## src/rtl/sram_mem_controller_pkg.sv

```systemverilog
// Shared types and constants for the memory-stage SRAM access controller.
package sram_mem_controller_pkg;

    // Controller states; values match the legacy 3-bit encodings.
    typedef enum logic [2:0] {
        SMC_IDLE  = 3'd0,
        SMC_RD_HI = 3'd1,
        SMC_RD_LO = 3'd2,
        SMC_WR_HI = 3'd3,
        SMC_WR_LO = 3'd4,
        SMC_DONE  = 3'd5
    } smc_state_e;

    localparam logic [31:0] SMC_DEFAULT_ADDR_BASE = 32'd1024;
    localparam int unsigned SMC_DEFAULT_WAIT      = 5;

    // Half 0 carries the upper 16 bits of the word, half 1 the lower 16.
    function automatic logic [15:0] smc_half_select(input logic [31:0] word, input logic half);
        return half ? word[15:0] : word[31:16];
    endfunction

endpackage

```

## src/rtl/sram_mem_controller_if.sv

```systemverilog
// Pipeline-side request/response and SRAM pin bundle for the controller.
interface sram_mem_controller_if #(
    parameter int unsigned SRAM_ADDR_W = 18
);
    logic                   mem_read;
    logic                   mem_write;
    logic [31:0]            address;
    logic [31:0]            data;
    logic [31:0]            result;
    logic                   ready;
    logic [SRAM_ADDR_W-1:0] sram_addr;
    logic [15:0]            sram_dq_out;
    logic [15:0]            sram_dq_in;
    logic                   sram_we_n;
    logic                   sram_oe_n;

    // Controller side.
    modport slave (
        input  mem_read, mem_write, address, data, sram_dq_in,
        output result, ready, sram_addr, sram_dq_out, sram_we_n, sram_oe_n
    );

    // Pipeline plus SRAM environment side.
    modport master (
        output mem_read, mem_write, address, data, sram_dq_in,
        input  result, ready, sram_addr, sram_dq_out, sram_we_n, sram_oe_n
    );
endinterface

```

## src/rtl/sram_mem_controller_wait_counter.sv

```systemverilog
// Wait-state counter: counts clocks within one SRAM half-word phase.
module wait_counter #(
    parameter int unsigned WAIT_CYCLES = 5
) (
    input  logic clk,
    input  logic rst,
    input  logic clr_i,
    input  logic en_i,
    output logic tc_o
);
    localparam logic [3:0] TC_VALUE = 4'(WAIT_CYCLES - 1);

    logic [3:0] count_q;
    logic [3:0] count_d;

    // Next count: clear has priority over increment.
    always_comb begin
        count_d = count_q;
        if (clr_i) begin
            count_d = '0;
        end else if (en_i) begin
            count_d = count_q + 4'd1;
        end
    end

    // Count register with synchronous active-low reset.
    always_ff @(posedge clk) begin
        if (!rst) begin
            count_q <= '0;
        end else begin
            count_q <= count_d;
        end
    end

    assign tc_o = (count_q == TC_VALUE);

endmodule

```

## src/rtl/sram_mem_controller.sv

```systemverilog
// Memory-stage controller: splits each 32-bit load/store into two
// half-word async SRAM cycles and freezes the pipeline while busy.
module sram_mem_controller
    import sram_mem_controller_pkg::*;
#(
    parameter int unsigned WAIT_CYCLES = SMC_DEFAULT_WAIT,
    parameter logic [31:0] ADDR_BASE   = SMC_DEFAULT_ADDR_BASE,
    parameter int unsigned SRAM_ADDR_W = 18
) (
    input  logic                  clk,
    input  logic                  rst,
    sram_mem_controller_if.slave  bus
);
    smc_state_e  state_q, state_d;
    logic [31:0] result_q, result_d;
    logic [15:0] hi_q, hi_d;

    logic        tc;
    logic        rd_phase;
    logic        wr_phase;
    logic        phase_active;
    logic        half;
    logic [31:0] addr_off;
    logic [29:0] word_idx;

    assign rd_phase     = (state_q == SMC_RD_HI) || (state_q == SMC_RD_LO);
    assign wr_phase     = (state_q == SMC_WR_HI) || (state_q == SMC_WR_LO);
    assign phase_active = rd_phase || wr_phase;
    assign half         = (state_q == SMC_RD_LO) || (state_q == SMC_WR_LO);

    // Byte offset is dropped; out-of-range addresses wrap through truncation.
    assign addr_off = bus.address - ADDR_BASE;
    assign word_idx = addr_off[31:2];

    logic unused_addr_bits;
    assign unused_addr_bits = ^{addr_off[1:0], word_idx[29:SRAM_ADDR_W-1]};

    // Counter restarts at every phase boundary and whenever no phase is running.
    wait_counter #(
        .WAIT_CYCLES(WAIT_CYCLES)
    ) u_wait_counter (
        .clk   (clk),
        .rst   (rst),
        .clr_i (!phase_active || tc),
        .en_i  (phase_active),
        .tc_o  (tc)
    );

    // Next-state logic: write wins over read when both are requested.
    always_comb begin
        state_d = state_q;
        unique case (state_q)
            SMC_IDLE: begin
                if (bus.mem_write) begin
                    state_d = SMC_WR_HI;
                end else if (bus.mem_read) begin
                    state_d = SMC_RD_HI;
                end
            end
            SMC_RD_HI: if (tc) state_d = SMC_RD_LO;
            SMC_RD_LO: if (tc) state_d = SMC_DONE;
            SMC_WR_HI: if (tc) state_d = SMC_WR_LO;
            SMC_WR_LO: if (tc) state_d = SMC_DONE;
            SMC_DONE:  state_d = SMC_IDLE;
            default:   state_d = SMC_IDLE;
        endcase
    end

    // SRAM pin drive and pipeline handshake, decoded from the current state.
    always_comb begin
        bus.sram_we_n   = 1'b1;
        bus.sram_oe_n   = 1'b1;
        bus.sram_dq_out = '0;
        bus.sram_addr   = '0;
        if (rd_phase) begin
            bus.sram_oe_n = 1'b0;
            bus.sram_addr = {word_idx[SRAM_ADDR_W-2:0], half};
        end
        if (wr_phase) begin
            bus.sram_we_n   = 1'b0;
            bus.sram_addr   = {word_idx[SRAM_ADDR_W-2:0], half};
            bus.sram_dq_out = smc_half_select(bus.data, half);
        end
        bus.ready = (state_q == SMC_DONE) ||
                    ((state_q == SMC_IDLE) && !bus.mem_read && !bus.mem_write);
    end

    // Read capture: upper half is staged so result only changes when a read completes.
    always_comb begin
        hi_d     = hi_q;
        result_d = result_q;
        if ((state_q == SMC_RD_HI) && tc) begin
            hi_d = bus.sram_dq_in;
        end
        if ((state_q == SMC_RD_LO) && tc) begin
            result_d = {hi_q, bus.sram_dq_in};
        end
    end

    // State and data registers with synchronous active-low reset.
    always_ff @(posedge clk) begin
        if (!rst) begin
            state_q  <= SMC_IDLE;
            result_q <= '0;
            hi_q     <= '0;
        end else begin
            state_q  <= state_d;
            result_q <= result_d;
            hi_q     <= hi_d;
        end
    end

    assign bus.result = result_q;

endmodule
```

## src/flat_wrapper.sv

```systemverilog
// flat-port wrapper written by rule: the top's interface ports become plain ports
module sram_mem_controller_flat import sram_mem_controller_pkg::*;
#(
    parameter int unsigned WAIT_CYCLES = SMC_DEFAULT_WAIT,
    parameter logic [31:0] ADDR_BASE   = SMC_DEFAULT_ADDR_BASE,
    parameter int unsigned SRAM_ADDR_W = 18
)
  (clk, rst, bus_mem_read, bus_mem_write, bus_address, bus_data, bus_sram_dq_in, bus_result, bus_ready, bus_sram_addr, bus_sram_dq_out, bus_sram_we_n, bus_sram_oe_n);
  sram_mem_controller_if #(.SRAM_ADDR_W(SRAM_ADDR_W)) bus_i ();
  input  logic clk;
  input  logic rst;
  input wire logic [$bits(bus_i.mem_read)-1:0] bus_mem_read;
  input wire logic [$bits(bus_i.mem_write)-1:0] bus_mem_write;
  input wire logic [$bits(bus_i.address)-1:0] bus_address;
  input wire logic [$bits(bus_i.data)-1:0] bus_data;
  input wire logic [$bits(bus_i.sram_dq_in)-1:0] bus_sram_dq_in;
  output wire logic [$bits(bus_i.result)-1:0] bus_result;
  output wire logic [$bits(bus_i.ready)-1:0] bus_ready;
  output wire logic [$bits(bus_i.sram_addr)-1:0] bus_sram_addr;
  output wire logic [$bits(bus_i.sram_dq_out)-1:0] bus_sram_dq_out;
  output wire logic [$bits(bus_i.sram_we_n)-1:0] bus_sram_we_n;
  output wire logic [$bits(bus_i.sram_oe_n)-1:0] bus_sram_oe_n;
  assign bus_i.mem_read = bus_mem_read;
  assign bus_i.mem_write = bus_mem_write;
  assign bus_i.address = bus_address;
  assign bus_i.data = bus_data;
  assign bus_i.sram_dq_in = bus_sram_dq_in;
  assign bus_result = bus_i.result;
  assign bus_ready = bus_i.ready;
  assign bus_sram_addr = bus_i.sram_addr;
  assign bus_sram_dq_out = bus_i.sram_dq_out;
  assign bus_sram_we_n = bus_i.sram_we_n;
  assign bus_sram_oe_n = bus_i.sram_oe_n;
  sram_mem_controller #(.WAIT_CYCLES(WAIT_CYCLES), .ADDR_BASE(ADDR_BASE), .SRAM_ADDR_W(SRAM_ADDR_W)) u_core (.clk(clk), .rst(rst), .bus(bus_i));
endmodule
```

## config.mk

```make
export PLATFORM = sky130hd
export DESIGN_NAME = sram_mem_controller_flat
export DESIGN_NICKNAME = d
export VERILOG_FILES = /design/src/rtl/sram_mem_controller_pkg.sv /design/src/rtl/sram_mem_controller_if.sv /design/src/rtl/sram_mem_controller_wait_counter.sv /design/src/rtl/sram_mem_controller.sv /design/src/flat_wrapper.sv
export SDC_FILE = /design/constraint.sdc
export NUM_CORES = 1
export LEC_CHECK = 0
export BUFFER_PORTS_ARGS = -buffer_cell sky130_fd_sc_hd__clkbuf_2
export CORE_MARGIN = 4
export CORE_UTILIZATION = 45
export CTS_BUF_LIST = sky130_fd_sc_hd__clkbuf_8
export DETAILED_ROUTE_END_ITERATION = 6
export PLACE_DENSITY = 0.87
export SLEW_MARGIN = 20
export SYNTH_ARGS = -nofsm -noshare
export SYNTH_HDL_FRONTEND = slang
export SYNTH_SLANG_ARGS = --single-unit
```

## constraint.sdc

```tcl
create_clock -name clk -period 1.7 [get_ports clk]
set_input_delay 0 -clock clk [delete_from_list [all_inputs] [get_ports clk]]
set_output_delay 0 -clock clk [all_outputs]
set_load 0.05 [all_outputs]
```

# --- After elaboration in Yosys (flattened, before gate mapping) ---
# Cells that the tools add are included.
# Widths: inputs -> output; s select.
op_classes:
  add_sub_neg: 2
  n_eq_ne: 10
  muxes: 12
  n_bitwise: 1
  n_reduce_logical: 17
ops:
  columns: ["op", "count"]
  rows:
  - ["$mux 18", 2]
  - ["$mux 16", 2]
  - ["$sub 19x11->19 const B", 1]
  - ["$mux 3", 5]
  - ["$pmux 3 s4", 1]
  - ["$eq 3x2->1 const B", 2]
  - ["$eq 3x3->1 const B", 2]
  - ["$logic_or 1x1->1", 6]
  - ["$ne 2x1->1 const B", 3]
  - ["$add 4x1->4 const B", 1]
  - ["$eq 4x3->1 const B", 1]
  - ["$logic_and 1x1->1", 4]
  - ["$reduce_and 4->1", 1]
  - ["$reduce_or 2->1", 2]
  - ["$eq 3x1->1 const B", 1]
  - ["$logic_not 1->1", 3]
  - ["$logic_not 3->1", 1]
  - ["$ne 3x3->1 const B", 1]
  - ["$mux 1", 2]
  - ["$not 1->1", 1]
word_totals:
  regBits: 55
  input_bits: 84
  out_inout_bits: 69
  word_cells: 46

# --- Logic depth before layout (Yosys ltp) ---
logic_depth:
  word_depth: 6
  depth_mapped: 7
  ltp_nobuf: 5

# --- Modules after synthesis ---
# A second synthesis with hierarchy kept.
hier_totals:
  hier_cells: 323
  hier_area_um2: 2650.0
by_module_without_submodules:
  columns: ["mod", "n_inst", "cells_each", "area_per_inst_um2", "seq_area_each_um2"]
  rows:
  - ["sram_mem_controller", 1, 302, 2438.6, 1021.0]
  - ["wait_counter", 1, 21, 211.5, 80.1]

# --- Worst setup path before layout ---
# Ideal clock, no wire load.
synth_path:
  path_kind: "input to output"
  start: "input bus_address[10]"
  end: "output bus_sram_addr[17]"
  t_arrival_ns: 1.811
  required_time_ns: 1.700
  slack_ns: -0.111
  cell_stages: 5
  path_buffers: 0
  path_cell_list: "inv_1 -> ha_1 -> or3b_1 -> or4_1 -> a21oi_1"
synth_via:
  elab_chain_len: 3
synth_rtl:
  columns: ["item", "line_no", "source"]
  rows:
  - ["from (decl)", "flat_wrapper.sv:14", "input wire logic [$bits(bus_i.address)-1:0] bus_address;"]
  - ["$sub 19x11->19 *", "sram_mem_controller.sv:32", "assign addr_off = bus.address - ADDR_BASE;"]
  - ["$mux 18", "sram_mem_controller.sv:75", "if (rd_phase) begin"]
  - ["$mux 18 *", "sram_mem_controller.sv:79", "if (wr_phase) begin"]
  - ["to (decl)", "flat_wrapper.sv:19", "output wire logic [$bits(bus_i.sram_addr)-1:0] bus_sram_addr;"]
# Mark *: on every way between the ends. The rest lies on a longest branch, timed or not.

# --- Final worst setup path ---
layout_path:
  start: "register u_core.state_q[1]"
  end: "output bus_sram_addr[1]"
layout_via:
  elab_chain_len: 4
  elab_cells_between_ends: 8
  classes_between: "4 x eq/ne; 2 x mux; 2 x reduce/logical"
layout_rtl:
  columns: ["item", "line_no", "source"]
  rows:
  - ["from (decl)", "sram_mem_controller.sv:14", "smc_state_e state_q, state_d;"]
  - ["from (signal assigned)", "sram_mem_controller.sv:107", "state_q <= state_d;"]
  - ["$eq 3x1->1 / $eq 3x2->1 (equally long branches)", "sram_mem_controller.sv:26", "assign rd_phase = (state_q == SMC_RD_HI) || (state_q == SMC_RD_LO);"]
  - ["$logic_or 1x1->1", "sram_mem_controller.sv:26", null]
  - ["$mux 18", "sram_mem_controller.sv:75", null]
  - ["$mux 18 *", "sram_mem_controller.sv:79", null]
# Marked as above.

==> results_dict.tcl <==
set metrics [dict create \
    post-route-min-period_ns 1.67 \
    grt_pass1_vias 2817 \
    vias 3049 \
    maxCapViolCount 0 \
    die_w_um 84.2 \
    antenna_found_initial 0 \
    ant_nets 0 \
    slew_violations 0 \
    grt_pass1_wl_um 13400 \
    syn_area_um2 2610 \
    setup_viol 0 \
    cts_buffer_depth 2 \
    grt_max_degree 50 \
    root_buffer "clkbuf_8" \
    clk_pin_slew_ns 0.10 \
    tightest_slew_ns 0.490 \
    dp_hpwl_um 5750 \
    dp.cells 518 \
    gp_congestion 0.868 \
    avgSynthCellArea_um2 8.03 \
    hold_viol 0 \
    synth_nets 412 \
    max_freq_mhz 597 \
    route.detailed.drc 0 \
    cts.sinks 55 \
    start_kind "flop" \
    ys_warn_count 0 \
    rows 27 \
    synthArstFlopShare 0 \
    status "complete, no violations" \
    diodes 0 \
    via_per_inst 5.53 \
    final_cells 551 \
    hold_class "in2reg" \
    ys_ff_latch 55 \
    first_pass_iters 5 \
    dieArea_um2 7090 \
    ir_worst_vdd_mv 0.530 \
    ys_seq_area_frac 0.422 \
    syn2layout_area_growth_pct 56.6 \
    n_fill_cell 425 \
    syn_inst 325 \
    synthDistinctLibCells 38 \
    drt_iter0_markers 189 \
    slew_headroom 0.673 \
    grt_overflow 0 \
    clock_skew_ns 0.0105 \
    wl_met3_um 563 \
    wire_per_inst_um 16.2 \
    synth_top_area_share 0.422 \
    rsz0062_at_grt "true" \
    timing.hold.ws_ns 0.100 \
    drive_gt1_frac 0.401 \
    synth-edff-count 0 \
    h-tree-depth 2 \
    start_util 0.468 \
    period_share 0.985 \
    met2_length_um 4620 \
    cp-end-kind "primary output" \
    worstSetupPathType "reg2out" \
    cts_tree "done" \
    clk_latency_ns 0.31 \
    wl_met1_um 3610 \
    top_layer_used "met4" \
    die_y_um 84.2 \
    power_leakage_nw 1.72 \
    cts-buffers-inserted 5 \
    synth_area_leader_cell "dfxtp_1" \
    core_area_um2 5570 \
    routed_wl_um 8930 \
    grt_usage 0.224 \
    worst-path-max-fanout 5 \
    yosys-top-cells-area "dfxtp_1 42%, a21oi_1 10%, nand3_1 9.6%" \
    ios 153 \
    p_per_area_nw_per_um2 701 \
    crit_required_ns 1.70 \
    crit_arrival_ns 1.67 \
    io_buffers 137 \
    synthFlopType "dfxtp_1" \
    nNetsFinal 565 \
]
## critical path, stage by stage, from the launching register on
cell and delay, ns:
dfxtp_4 0.37, buf_8 0.13, or3_4 0.42, buf_6 0.15, and3_4 0.15, buf_8 0.15
## metrics by stage
| stage | cell area (um^2) | TNS (ns) | utilization | setup slack [ns] | total power, W |
|---|---|---|---|---|---|
| floorplan | 2620 | -0.246 | - | -0.0821 | 0.00177 |
| global placement | 3540 | 0 | 0.636 | 0.112 | 0.00201 |
| detailed placement | 3540 | 0 | 0.636 | 0.0655 | 0.00202 |
| CTS | 3890 | 0 | 0.698 | 0.00363 | 0.00277 |
| global route | 4090 | -0.0354 | 0.734 | -0.0134 | 0.00297 |
| finish | 4090 | 0 | 0.734 | 0.0254 | 0.00286 |
## flip-flops by register name, indices dropped and copies added (netlist names)
name,flops
u_core.hi_q,16
u_core.u_wait_counter.count_q,4
u_core.bus.result,32
u_core.state_q,3
## synthesized netlist by cell type (2+ instances only)
cell type  count
or3_1          4
and3_1         9
buf_2          9
nor2_1        13
inv_1          6
o31ai_1        3
o21ai_0       50
nand3_1       50
nor3b_2        3
nand2_1        4
a22o_1        16
clkbuf_1      19
ha_1           3
a21oi_1       53
dfxtp_1       55
xnor2_1        3
or3b_1         2
xor2_1         3
## report_power, final
| part | switching [W] | leakage [nW] | internal, W |
|---|---|---|---|
| Clock | 0.000409 | 0.0453 | 0.000283 |
| Combinational | 0.000521 | 1.23 | 0.000345 |
| Sequential | 0.0000111 | 0.445 | 0.00130 |
| Total | 0.000941 | 1.72 | 0.00192 |
## routing by layer
metal	GRT usage	vias to the layer above
li1	-	1488
met2	0.378	112
met3	0.0432	15
met5	0	-
met1	0.293	1434
met4	0.0614	0
## final cells by class
class	instances	area (um^2)	area share
timing repair buffer	177	1340	0.329
clock buffer	5	68.8	0.0168
tap	72	90.1	0.0220
clock inverter	3	16.3	0.00398
sequential	55	1110	0.271
inverter	7	26.3	0.00643
multi-input combinational	232	1430	0.351
## layout by cell type, fill, tap and decap left out, types with 2 or more instances in the layout
cell,n
a21oi_1,52
a21oi_2,2
a22o_1,14
a22o_4,2
and3_4,8
buf_12,12
buf_2,8
buf_4,16
buf_6,4
buf_8,9
clkbuf_2,103
clkbuf_4,7
clkbuf_8,5
dfxtp_1,52
dfxtp_4,2
dlygate4sd3_1,17
ha_1,3
inv_1,7
nand2_1,3
nand3_1,50
nor2_1,13
nor3b_4,2
o21ai_0,50
o31ai_1,3
or3_1,3
or3b_1,2
xnor2_1,3
xor2_1,3
## cells by family after synthesis
family,synth area share
DFF,0.422
and+or+nand+nor,0.199
buffers and inverters,0.0637
AOI/OAI and AO/OA,0.281
adders and majority gates,0.0144
xor gates and xnor gates,0.0201
## worst paths after layout
path	start	to	slack, ns	cells after the start
max	u_core.state_q[1]$_SDFFE_PN0P_	bus_sram_addr[1]	0.03	5
max reg2reg	u_core.state_q[1]$_SDFFE_PN0P_	u_core.hi_q[3]$_SDFFE_PN0P_	0.12	4
min	bus_mem_write	u_core.state_q[0]$_SDFFE_PN0P_	0.10	3
min reg2reg	u_core.hi_q[14]$_SDFFE_PN0P_	u_core.bus.result[30]$_SDFFE_PN0P_	0.47	2
## what timing repair did
item | 4_1_cts | 5_1_grt
setup endpoints to repair | 34 | 35
resized for setup | 22 | 61
cloned | 0 | 2
hold endpoints to repair | 35 | 0
pin swaps | 0 | 10
hold buffers | 17 | 0
setup buffers | 2 | 4
Power figures use the tool's default switching activity.
